File: config.mk
export PLATFORM = sky130hd
export DESIGN_NAME = calc_cmd_scheduler
export DESIGN_NICKNAME = d
export VERILOG_FILES = /design/src/rtl/calc_cmd_scheduler_pkg.sv /design/src/rtl/calc_cmd_fifo.sv /design/src/rtl/calc_cmd_scheduler.sv
export SDC_FILE = /design/constraint.sdc
export NUM_CORES = 1
export LEC_CHECK = 0
export CAP_MARGIN = 10
export CORE_MARGIN = 2
export CORE_UTILIZATION = 60
export CTS_CLUSTER_DIAMETER = 50
export DETAILED_ROUTE_END_ITERATION = 12
export PLACE_DENSITY = 0.82
export SYNTH_ARGS = -nofsm -noshare
export SYNTH_HDL_FRONTEND = slang
export SYNTH_HIERARCHICAL = 1
export SYNTH_SLANG_ARGS = --single-unit
export TNS_END_PERCENT = 100
File: constraint.sdc
create_clock -name clk -period 7.8 [get_ports clk]
set_input_delay 1.56 -clock clk [delete_from_list [all_inputs] [get_ports clk]]
set_output_delay 1.56 -clock clk [all_outputs]
set_load 0.03 [all_outputs]
File: src/rtl/calc_cmd_scheduler_pkg.sv
// Shared types and constants for the calculator command scheduler.
// Holds status encodings, command codes and the scheduler FSM state enum.
package calc_cmd_scheduler_pkg;

  localparam int unsigned CMD_W = 4;
  localparam int unsigned CNT_W = 8;

  typedef enum logic [1:0] {
    CS_ERROR = 2'b00,
    CS_BUSY  = 2'b01,
    CS_READY = 2'b10,
    CS_RSVD  = 2'b11
  } calc_status_e;

  // Digits 0-9 are passed through as their own value.
  localparam logic [CMD_W-1:0] OP_ADD = CMD_W'(10);
  localparam logic [CMD_W-1:0] OP_SUB = CMD_W'(11);
  localparam logic [CMD_W-1:0] OP_MUL = CMD_W'(12);
  localparam logic [CMD_W-1:0] OP_DIV = CMD_W'(13);
  localparam logic [CMD_W-1:0] EQUALS = CMD_W'(14);
  localparam logic [CMD_W-1:0] BKSP   = CMD_W'(15);

  typedef enum logic [1:0] {
    S_IDLE,
    S_ISSUE,
    S_WAIT_DONE,
    S_ERROR
  } state_e;

  // Error and reserved encodings are both treated as a calculator fault.
  function automatic logic status_fault(input calc_status_e st);
    return (st == CS_ERROR) || (st == CS_RSVD);
  endfunction

endpackage

File: src/rtl/calc_cmd_fifo.sv
// Command FIFO for the scheduler: power-of-two depth, first-word fall-through head.
// Flush wins over push/pop; level_nxt_o exposes the occupancy after this edge.
module calc_cmd_fifo
  import calc_cmd_scheduler_pkg::*;
#(
  parameter int unsigned DEPTH = 8,
  localparam int unsigned PTR_W = $clog2(DEPTH),
  localparam int unsigned LVL_W = PTR_W + 1
) (
  input  logic             clk,
  input  logic             rst_n,
  input  logic             push_i,
  input  logic             pop_i,
  input  logic             flush_i,
  input  logic [CMD_W-1:0] wdata_i,
  output logic [CMD_W-1:0] head_o,
  output logic [LVL_W-1:0] level_o,
  output logic [LVL_W-1:0] level_nxt_o,
  output logic             full_o,
  output logic             empty_o
);

  logic [CMD_W-1:0] mem_q [DEPTH];
  logic [PTR_W-1:0] wr_ptr_q, wr_ptr_d;
  logic [PTR_W-1:0] rd_ptr_q, rd_ptr_d;
  logic [LVL_W-1:0] level_q, level_d;
  logic             do_push;
  logic             do_pop;

  assign full_o  = (level_q == LVL_W'(DEPTH));
  assign empty_o = (level_q == '0);
  assign do_push = push_i && !full_o && !flush_i;
  assign do_pop  = pop_i && !empty_o && !flush_i;

  // Pointer and occupancy update; pointers wrap naturally since DEPTH is 2^PTR_W.
  always_comb begin
    wr_ptr_d = wr_ptr_q;
    rd_ptr_d = rd_ptr_q;
    level_d  = level_q;
    if (flush_i) begin
      wr_ptr_d = '0;
      rd_ptr_d = '0;
      level_d  = '0;
    end else begin
      if (do_push) wr_ptr_d = wr_ptr_q + PTR_W'(1);
      if (do_pop)  rd_ptr_d = rd_ptr_q + PTR_W'(1);
      level_d = level_q + LVL_W'(do_push) - LVL_W'(do_pop);
    end
  end

  always_ff @(posedge clk or negedge rst_n) begin
    if (!rst_n) begin
      wr_ptr_q <= '0;
      rd_ptr_q <= '0;
      level_q  <= '0;
    end else begin
      wr_ptr_q <= wr_ptr_d;
      rd_ptr_q <= rd_ptr_d;
      level_q  <= level_d;
    end
  end

  // Storage needs no reset: an entry is only read after it has been written.
  always_ff @(posedge clk) begin
    if (do_push) mem_q[wr_ptr_q] <= wdata_i;
  end

  assign head_o      = mem_q[rd_ptr_q];
  assign level_o     = level_q;
  assign level_nxt_o = level_d;

endmodule

File: src/rtl/calc_cmd_scheduler.sv
// Buffers calculator commands and hands them one at a time to the calculator,
// following its ready/busy handshake with a stuck-ready timeout and sticky error.
module calc_cmd_scheduler
  import calc_cmd_scheduler_pkg::*;
#(
  parameter int unsigned DEPTH   = 8,
  parameter int unsigned TIMEOUT = 1023,
  localparam int unsigned LVL_W  = $clog2(DEPTH) + 1
) (
  input  logic             clk,
  input  logic             rst_n,
  input  logic             in_valid_i,
  input  logic [3:0]       in_cmd_i,
  output logic             in_ready_o,
  input  logic             flush_i,
  input  logic [1:0]       calc_status_i,
  output logic [3:0]       cmd_o,
  output logic             cmd_valid_o,
  output logic [LVL_W-1:0] level_o,
  output logic [7:0]       issued_cnt_o,
  output logic             err_o,
  output logic             idle_o
);

  localparam int unsigned TMO_W = $clog2(TIMEOUT + 1);

  state_e             state_q, state_d;
  logic [CMD_W-1:0]   cmd_q, cmd_d;
  logic               cmd_valid_q, cmd_valid_d;
  logic [TMO_W-1:0]   tmo_q, tmo_d;
  logic [CNT_W-1:0]   cnt_q, cnt_d;
  logic               err_q, err_d;
  logic               in_ready_q, in_ready_d;
  logic               idle_q, idle_d;

  calc_status_e       status;
  logic               fault;
  logic               fifo_push;
  logic               fifo_pop;
  logic               fifo_flush;
  logic [CMD_W-1:0]   fifo_head;
  logic [LVL_W-1:0]   fifo_level;
  logic [LVL_W-1:0]   fifo_level_nxt;
  logic               fifo_full;
  logic               fifo_empty;

  assign status    = calc_status_e'(calc_status_i);
  assign fault     = status_fault(status);
  assign fifo_push = in_valid_i && in_ready_q && !fifo_full;

  calc_cmd_fifo #(
    .DEPTH (DEPTH)
  ) u_fifo (
    .clk         (clk),
    .rst_n       (rst_n),
    .push_i      (fifo_push),
    .pop_i       (fifo_pop),
    .flush_i     (fifo_flush),
    .wdata_i     (in_cmd_i),
    .head_o      (fifo_head),
    .level_o     (fifo_level),
    .level_nxt_o (fifo_level_nxt),
    .full_o      (fifo_full),
    .empty_o     (fifo_empty)
  );

  // Next-state and registered-output logic for the issue handshake.
  always_comb begin
    state_d     = state_q;
    cmd_d       = cmd_q;
    cmd_valid_d = cmd_valid_q;
    tmo_d       = tmo_q;
    cnt_d       = cnt_q;
    err_d       = err_q;
    fifo_pop    = 1'b0;
    fifo_flush  = 1'b0;

    unique case (state_q)
      S_IDLE: begin
        if (!fifo_empty && fault) begin
          state_d = S_ERROR;
        end else if (flush_i) begin
          fifo_flush = 1'b1;
        end else if (!fifo_empty && (status == CS_READY)) begin
          state_d     = S_ISSUE;
          cmd_d       = fifo_head;
          cmd_valid_d = 1'b1;
          tmo_d       = '0;
        end
      end
      S_ISSUE: begin
        if (fault) begin
          state_d = S_ERROR;
        end else if (status == CS_BUSY) begin
          state_d     = S_WAIT_DONE;
          fifo_pop    = 1'b1;
          cmd_d       = '0;
          cmd_valid_d = 1'b0;
          tmo_d       = '0;
        end else begin
          tmo_d = tmo_q + TMO_W'(1);
          if (tmo_d == TMO_W'(TIMEOUT)) state_d = S_ERROR;
        end
      end
      S_WAIT_DONE: begin
        if (fault) begin
          state_d = S_ERROR;
        end else if (status == CS_READY) begin
          state_d = S_IDLE;
          cnt_d   = cnt_q + CNT_W'(1);
        end
      end
      S_ERROR: begin
        state_d = S_ERROR;
      end
      default: begin
        state_d = S_ERROR;
      end
    endcase

    // Entering or sitting in ERROR drops the command and keeps the FIFO empty.
    if (state_d == S_ERROR) begin
      err_d       = 1'b1;
      cmd_d       = '0;
      cmd_valid_d = 1'b0;
      tmo_d       = '0;
      fifo_flush  = 1'b1;
    end
  end

  assign in_ready_d = (state_d != S_ERROR) && (fifo_level_nxt != LVL_W'(DEPTH));
  assign idle_d     = (state_d == S_IDLE) && (fifo_level_nxt == '0);

  always_ff @(posedge clk or negedge rst_n) begin
    if (!rst_n) begin
      state_q     <= S_IDLE;
      cmd_q       <= '0;
      cmd_valid_q <= 1'b0;
      tmo_q       <= '0;
      cnt_q       <= '0;
      err_q       <= 1'b0;
      in_ready_q  <= 1'b0;
      idle_q      <= 1'b1;
    end else begin
      state_q     <= state_d;
      cmd_q       <= cmd_d;
      cmd_valid_q <= cmd_valid_d;
      tmo_q       <= tmo_d;
      cnt_q       <= cnt_d;
      err_q       <= err_d;
      in_ready_q  <= in_ready_d;
      idle_q      <= idle_d;
    end
  end

  assign in_ready_o   = in_ready_q;
  assign cmd_o        = cmd_q;
  assign cmd_valid_o  = cmd_valid_q;
  assign level_o      = fifo_level;
  assign issued_cnt_o = cnt_q;
  assign err_o        = err_q;
  assign idle_o       = idle_q;

endmodule

* Word level (Yosys, flattened, before mapping)
Memories as Yosys holds them, arrays and structs flattened. Cells that the tools add are included.
Storage, ports and cells: output and inout port bits 20, memories kept 1, logic and storage cells 104, RAM bits 32, flip-flop bits (word level) 38, input port bits 10
Cells by class: equality and inequality tests 16, bitwise operators 1, multiplexer cells 44, reductions and logical operators 25, add/subtract/negate cells 6
Memory list:
- u_fifo.mem_q | words 8, bits a word 4, read ports 1, clocked after memory_dff 0, wr ports 1, RTL line calc_cmd_fifo.sv:23 | logic [CMD_W-1:0] mem_q [DEPTH];
Operator list (count):
- 10-bit 2-to-1 mux | 6
- 4-bit 2-to-1 mux | 7
- 10-bit case mux with 2 select lines | 1
- 2-bit 2-to-1 mux | 8
- 1-bit 2-to-1 mux | 15
- 3-bit != test, second input constant | 5
- 3-bit 2-to-1 mux | 4
- 10-bit by 1-bit adder with 10-bit output, second input constant | 1
- 10-bit == test, second input constant | 1
- 2-bit == test, second input constant | 5
- 1-bit logical AND | 10
- 8-bit by 1-bit adder with 8-bit output, second input constant | 1
- 4-bit logical NOT | 2
- 2-bit case mux with 4 select lines | 1
- 4-bit case mux with 2 select lines | 1
- 3-bit by 1-bit adder with 3-bit output, second input constant | 2
- 2-bit logical NOT | 3
- 6-bit AND reduction | 1
- 5-bit AND reduction | 1
- 4-bit by 1-bit adder with 4-bit output | 1
- 2-bit by 1-bit == test with 1-bit output, second input constant | 2
- 4-bit == test, second input constant | 1
- 4-bit != test, second input constant | 1
- 2-bit nonzero test | 2
- other kinds (8) | 10

* Depth between registers and ports, before layout
depth in word-level cells 16, gate-level depth with buffers 18, depth with buffers taken out 17

* By module
Netlist, hierarchy kept.
Modules (own cells, without submodules):
- calc_cmd_fifo | area an instance 1905.6 um2, seq. area each 1211.2 um2, instances 1, cells an instance 120
- calc_cmd_scheduler | area an instance 1511.4 um2, seq. area each 701.9 um2, instances 1, cells an instance 147

* Worst setup path after synthesis
Ideal clock, no wire load.
kind input to register, start input calc_status_i[0], end register idle_q, in the netlist idle_o, required time 7.699 ns, path slack 2.867 ns, setup time 0.101 ns, buffers on the path 1, arrival 4.832 ns, stages 16, cell sequence inv_1 -> ha_1 -> nor2_1 -> nand3b_1 -> nor2_1 -> nor3_1 -> a41o_1 -> clkbuf_1 -> or3_1 -> ha_1 -> inv_1 -> ha_1 -> fa_1 -> nor2b_1 -> nor3_1 -> nor4b_1
Between the ends: cells in the longest elaborated chain, start to end 15, elaborated cells on any way between the ends 32, those cells by class add/sub (2); eq/ne (4); mux (15); reduce/logical (11)
Ends and longest elaborated chain:
- from (decl) | RTL line calc_cmd_scheduler.sv:16 | input logic [1:0] calc_status_i,
- 2-bit == test | RTL line calc_cmd_scheduler.sv:84, calc_cmd_scheduler.sv:108
- 1-bit logical AND | RTL line calc_cmd_scheduler.sv:84 | end else if (!fifo_empty && (status == CS_READY)) begin
- 2-bit 2-to-1 mux | RTL line calc_cmd_scheduler.sv:84
- 2-bit 2-to-1 mux | RTL line calc_cmd_scheduler.sv:82 | end else if (flush_i) begin
- 2-bit 2-to-1 mux | RTL line calc_cmd_scheduler.sv:80 | if (!fifo_empty && fault) begin
- 2-bit case mux with 4 select lines | RTL line calc_cmd_scheduler.sv:78 | unique case (state_q)
- 2-bit == test | RTL line calc_cmd_scheduler.sv:122 | if (state_d == S_ERROR) begin
- 1-bit 2-to-1 mux (*) | RTL line calc_cmd_scheduler.sv:122
- named net fifo_flush | RTL line calc_cmd_scheduler.sv:40 | logic fifo_flush;
- (+1 left out)
- 1-bit logical AND | RTL line calc_cmd_fifo.sv:32 | assign do_push = push_i && !full_o && !flush_i;
- 4-bit by 1-bit adder with 4-bit output | RTL line calc_cmd_fifo.sv:47 | level_d = level_q + LVL_W'(do_push) - LVL_W'(do_pop);
- 4-bit by 1-bit subtractor with 4-bit output | RTL line calc_cmd_fifo.sv:47
- 4-bit 2-to-1 mux (*) | RTL line calc_cmd_fifo.sv:40 | if (flush_i) begin
- named net fifo_level_nxt[1] | RTL line calc_cmd_scheduler.sv:43 | logic [LVL_W-1:0] fifo_level_nxt;
- 4-bit logical NOT (*) | RTL line calc_cmd_scheduler.sv:132 | assign idle_d = (state_d == S_IDLE) && (fifo_level_nxt == '0);
- 1-bit logical AND (*) | RTL line calc_cmd_scheduler.sv:132
- named net idle_d | RTL line calc_cmd_scheduler.sv:34 | logic idle_q, idle_d;
- to (signal assigned) | RTL line calc_cmd_scheduler.sv:152 | idle_q <= idle_d;
- to (decl) | RTL line calc_cmd_scheduler.sv:34
Mark *: on every way through the listed nets, which the timed path passes. The rest lies on a longest branch. A chain may end at the register's enable or synchronous reset.

* Worst setup path in the final report
start input calc_status_i[0], end register idle_q, in the netlist idle_o
Between the ends: cells in the longest elaborated chain, start to end 15, elaborated cells on any way between the ends 32, those cells by class add/sub (2); eq/ne (4); mux (15); reduce/logical (11)
Ends and longest elaborated chain:
- 2-bit == test | RTL line calc_cmd_scheduler.sv:84, calc_cmd_scheduler.sv:108
- 1-bit logical AND | RTL line calc_cmd_scheduler.sv:84
- 2-bit 2-to-1 mux | RTL line calc_cmd_scheduler.sv:84
- 2-bit 2-to-1 mux | RTL line calc_cmd_scheduler.sv:82
- 2-bit 2-to-1 mux | RTL line calc_cmd_scheduler.sv:80
- 2-bit case mux with 4 select lines (*) | RTL line calc_cmd_scheduler.sv:78
- named net state_d[0] | RTL line calc_cmd_scheduler.sv:27 | state_e state_q, state_d;
- 2-bit == test (*) | RTL line calc_cmd_scheduler.sv:122
- (+1 left out)
- named net fifo_flush | RTL line calc_cmd_scheduler.sv:40
- (+1 left out)
- 1-bit logical AND | RTL line calc_cmd_fifo.sv:32
- 4-bit by 1-bit adder with 4-bit output | RTL line calc_cmd_fifo.sv:47
- 4-bit by 1-bit subtractor with 4-bit output | RTL line calc_cmd_fifo.sv:47
- 4-bit 2-to-1 mux (*) | RTL line calc_cmd_fifo.sv:40
- named net fifo_level_nxt[1] | RTL line calc_cmd_scheduler.sv:43
- 4-bit logical NOT (*) | RTL line calc_cmd_scheduler.sv:132
- 1-bit logical AND (*) | RTL line calc_cmd_scheduler.sv:132
- named net idle_d | RTL line calc_cmd_scheduler.sv:34
Marks and branches as above.

==> metrics.md <==
| Metric | Value |
|---|---|
| Resized Gates After CTS | `0` |
| Largest family of logic cells by synthesized area | `simple AND/OR/NAND/NOR gates` |
| Setup CP Type | `in2reg` |
| Syn nets | `293` |
| Filler Cell Count | `365` |
| Die extent in x | `79.5 um` |
| Postcts setup bufs | `0` |
| CP Launch Type | `primary input` |
| H-tree depth | `3` |
| Global-route wire length before repair | `10,400 um` |
| Crit Path Max Fanout | `17` |
| Syn Std Cell Area | `0.00342 mm2` |
| Crit path to | `idle_o` |
| Vias in the first global route | `2,187` |
| Vias | `2,201` |
| Sequential power share | `0.533` |
| Final Hold Violating Endpoints | `0` |
| Crit path time final | `5.44 ns` |
| Final slew viol count | `0` |
| Slew margin rel. | `0.441` |
| Leak Pwr | `1.54 nW` |
| F_max | `0.184 GHz` |
| Final setup TNS | `0 ns` |
| Synth async-reset ratio | `0.543` |
| Least-Margin Pin Slew | `0.839 ns` |
| Max Buffers Root-to-Sink | `2` |
| Initial antenna violation count | `0` |
| Via density per instance | `5.82` |
| Min-delay worst type | `reg2reg` |
| Die area | `0.00631 mm2` |
| CORE AREA | `0.00551 mm2` |
| Most used DFF post-synth | `dfrtp_1` |
| Net Switching | `0.153 mW` |
| Compound-Gate Fraction of Synth Area | `0.0747` |
| Sw Ratio | `0.209` |
| Initial DRC count | `118` |
| Syn Area/Cell | `12.8 um2` |
| CTS clk-pin slew, worst paths | `0.07 ns` |
| Diodes inserted | `0` |
| Comb power frac | `0.028` |
| Hold Crit Start | `err_o` |
| Root Driver | `clkbuf_8` |
| Post-synth top area cell | `edfxtp_1` |
| Total track usage | `0.221` |
| Fin worst setup slack | `2.36 ns` |
| RSZ-0062 raised after global routing | `no` |
| Initial Util | `0.621` |
| Max_cap viols | `0` |
| Final Cycle Share | `0.698` |
| Seq/Total Area, Yosys | `0.560` |
| Pre-CTS WS | `2.04 ns` |
| Site row count | `27` |
| Post-Synth XOR/XNOR Area | `0.0333` |
| Worst r2r path cells | `16` |
| CP endpoint kind | `register` |
| Routed wire per std cell | `16.4 um` |
| Reg2reg start | `u_fifo/level_o[2]` |
| Hold_buf cts | `0` |
| Worst skew pair latency | `0.35 ns` |
| Distinct cells, synth | `51` |
| Final Skew | `0.00642 ns` |
| Hold slack | `0.477 ns` |
| Setup crit start | `calc_status_i[0]` |
| Adder-cell share of the synthesized area | `0.0608` |
| Overall power | `0.730 mW` |
| Register area | `0.00191 mm2` |
| Final Setup Violations | `0` |
| Post-synth top area share | `0.281` |
| CTS Buf Count | `9` |
| CP required | `8.05 ns` |
| EDFF count, synth | `32` |
| Yosys reg bits | `70` |
| Area taken by multi-input logic gates | `0.00143 mm2` |
| 1st-pass router iterations | `4` |
| Worst path arrival time | `5.70 ns` |
| Post-Synth Simple-Gate Area | `0.158` |
| PortBufs | `29` |
| Clock Sinks | `70` |
| Fin nets | `327` |
| Clock Power Share | `0.440` |
| DP Cell Count | `362` |
| Status | `finished clean` |
| CTS tree | `done` |
| Final global-route overflow total | `0` |
| R2R Setup Slk | `3.41 ns` |
| Post-Syn Instances | `267` |
| Pwr Density | `183 mW/mm2` |
| Final GP Congestion | `0.898` |
| Commonest cells in the netlist | `dfrtp_1, edfxtp_1, nand2_1` |
| Antenna-violating nets left | `0` |
| P_int | `0.577 mW` |
| Largest cells by area after synthesis | `edfxtp_1, dfrtp_1, mux4_1` |
| Peak VDD IR | `0.148 mV` |
| Synth warnings | `6` |
| Area Overhead vs Synth | `16.6%` |
| Residual DRC | `0` |
| Reg2reg end | `idle_o` |
| Final wirelength | `6190 um` |
| Largest net degree at the start of global routing | `39` |
| Die height | `79.5 um` |
| Non-filler cells, final | `378` |
| Mux share of post-synthesis cell area | `0.0901` |
| Most common cell in the synthesized netlist | `dfrtp_1` |
| Post-DP HPWL | `4340 um` |
| Layout cell share with drive strength beyond 1 | `0.108` |
| Ports | `30` |
[worst max-delay path: stages]
cell and delay [ns]:
clkdlybuf4s50_1 0.50, inv_1 0.07, ha_1 0.35, nor4bb_1 0.41
a211oi_2 0.12, o21ai_1 0.15, nor3_1 0.12, a41o_1 0.38
or3_1 0.40, ha_1 0.28, inv_1 0.03, ha_1 0.20
fa_1 0.42, nor2b_1 0.15, nor3_1 0.27, nor4b_1 0.26
[worst min path at each step]
stage / endpoint / cells past startpoint
after floorplan: tmo_q[9] / 1
after global placement: issued_cnt_o[7] / 1
after detailed placement: err_o / 1
after CTS: err_o / 1
after global routing: issued_cnt_o[7] / 1
final: err_o / 1
[layer usage]
layer / part of all wire / track usage / vias to the layer above
met5: 0 / 0 / -
met4: 0.026 / 0.100 / 0
met3: 0.042 / 0.0758 / 12
met2: 0.48 / 0.346 / 49
met1: 0.45 / 0.279 / 1085
li1: - / - / 1055
[layout by cell type (no fill, tap or decap), types with 5 or more instances in the layout]
master           netlist  routed
a21oi_1                7       7
a22o_1                 5       5
and3_1                 5       5
clkbuf_8               0       9
clkdlybuf4s50_1        0      28
dfrtp_1               37      37
edfxtp_1              32      32
ha_1                  15      15
inv_1                 13      13
mux2_2                 6       6
mux4_1                 8       8
nand2_1               18      18
nand2b_1               9       9
nand3_1                6       6
nor2_1                16      16
nor2b_1                7       7
o21ai_0                5       5
o21ai_1                9       9
xnor2_1                9       9
[cell type report]
cell class | count | share of cell area
inverters | 13 | 0.0123
clock buffers | 9 | 0.0311
multi-input cells | 178 | 0.358
flip-flops and latches | 70 | 0.480
clock inverters | 7 | 0.0242
well taps | 72 | 0.0226
repair buffers | 29 | 0.0716
[registers in the layout, summed over array words and instances (netlist names)]
name / flops
issued_cnt_o: 8
in_ready_o: 1
u_fifo/rd_ptr_q: 3
u_fifo/wr_ptr_q: 3
cmd_valid_o: 1
u_fifo/mem_q: 32
cmd_o: 4
state_q: 2
u_fifo/level_o: 4
err_o: 1
tmo_q: 10
idle_o: 1
[power groups by stage]
stage          clock, mW  sequential, mW  combinational [mW]
4_1_cts            0.326           0.389              0.0207
6_report           0.321           0.389              0.0202
3_3_place_gp           0           0.396              0.0201
2_1_floorplan          0           0.399             0.00359
3_5_place_dp           0           0.396              0.0203
5_1_grt            0.342           0.389              0.0225
[metrics by stage]
step,util,area [um2]
detailed placement,0.683,3760
finish,0.723,3980
floorplan,-,3420
global route,0.723,3980
CTS,0.723,3980
global placement,0.683,3760
[cells by family after synthesis]
| family | after synthesis |
|---|---|
| mux | 17 |
| simple gates | 96 |
| xor+xnor | 13 |
| buf+inv | 19 |
| compound gates | 36 |
| fa+ha+maj | 16 |
| flops | 70 |
Power figures use the tool's default switching activity.
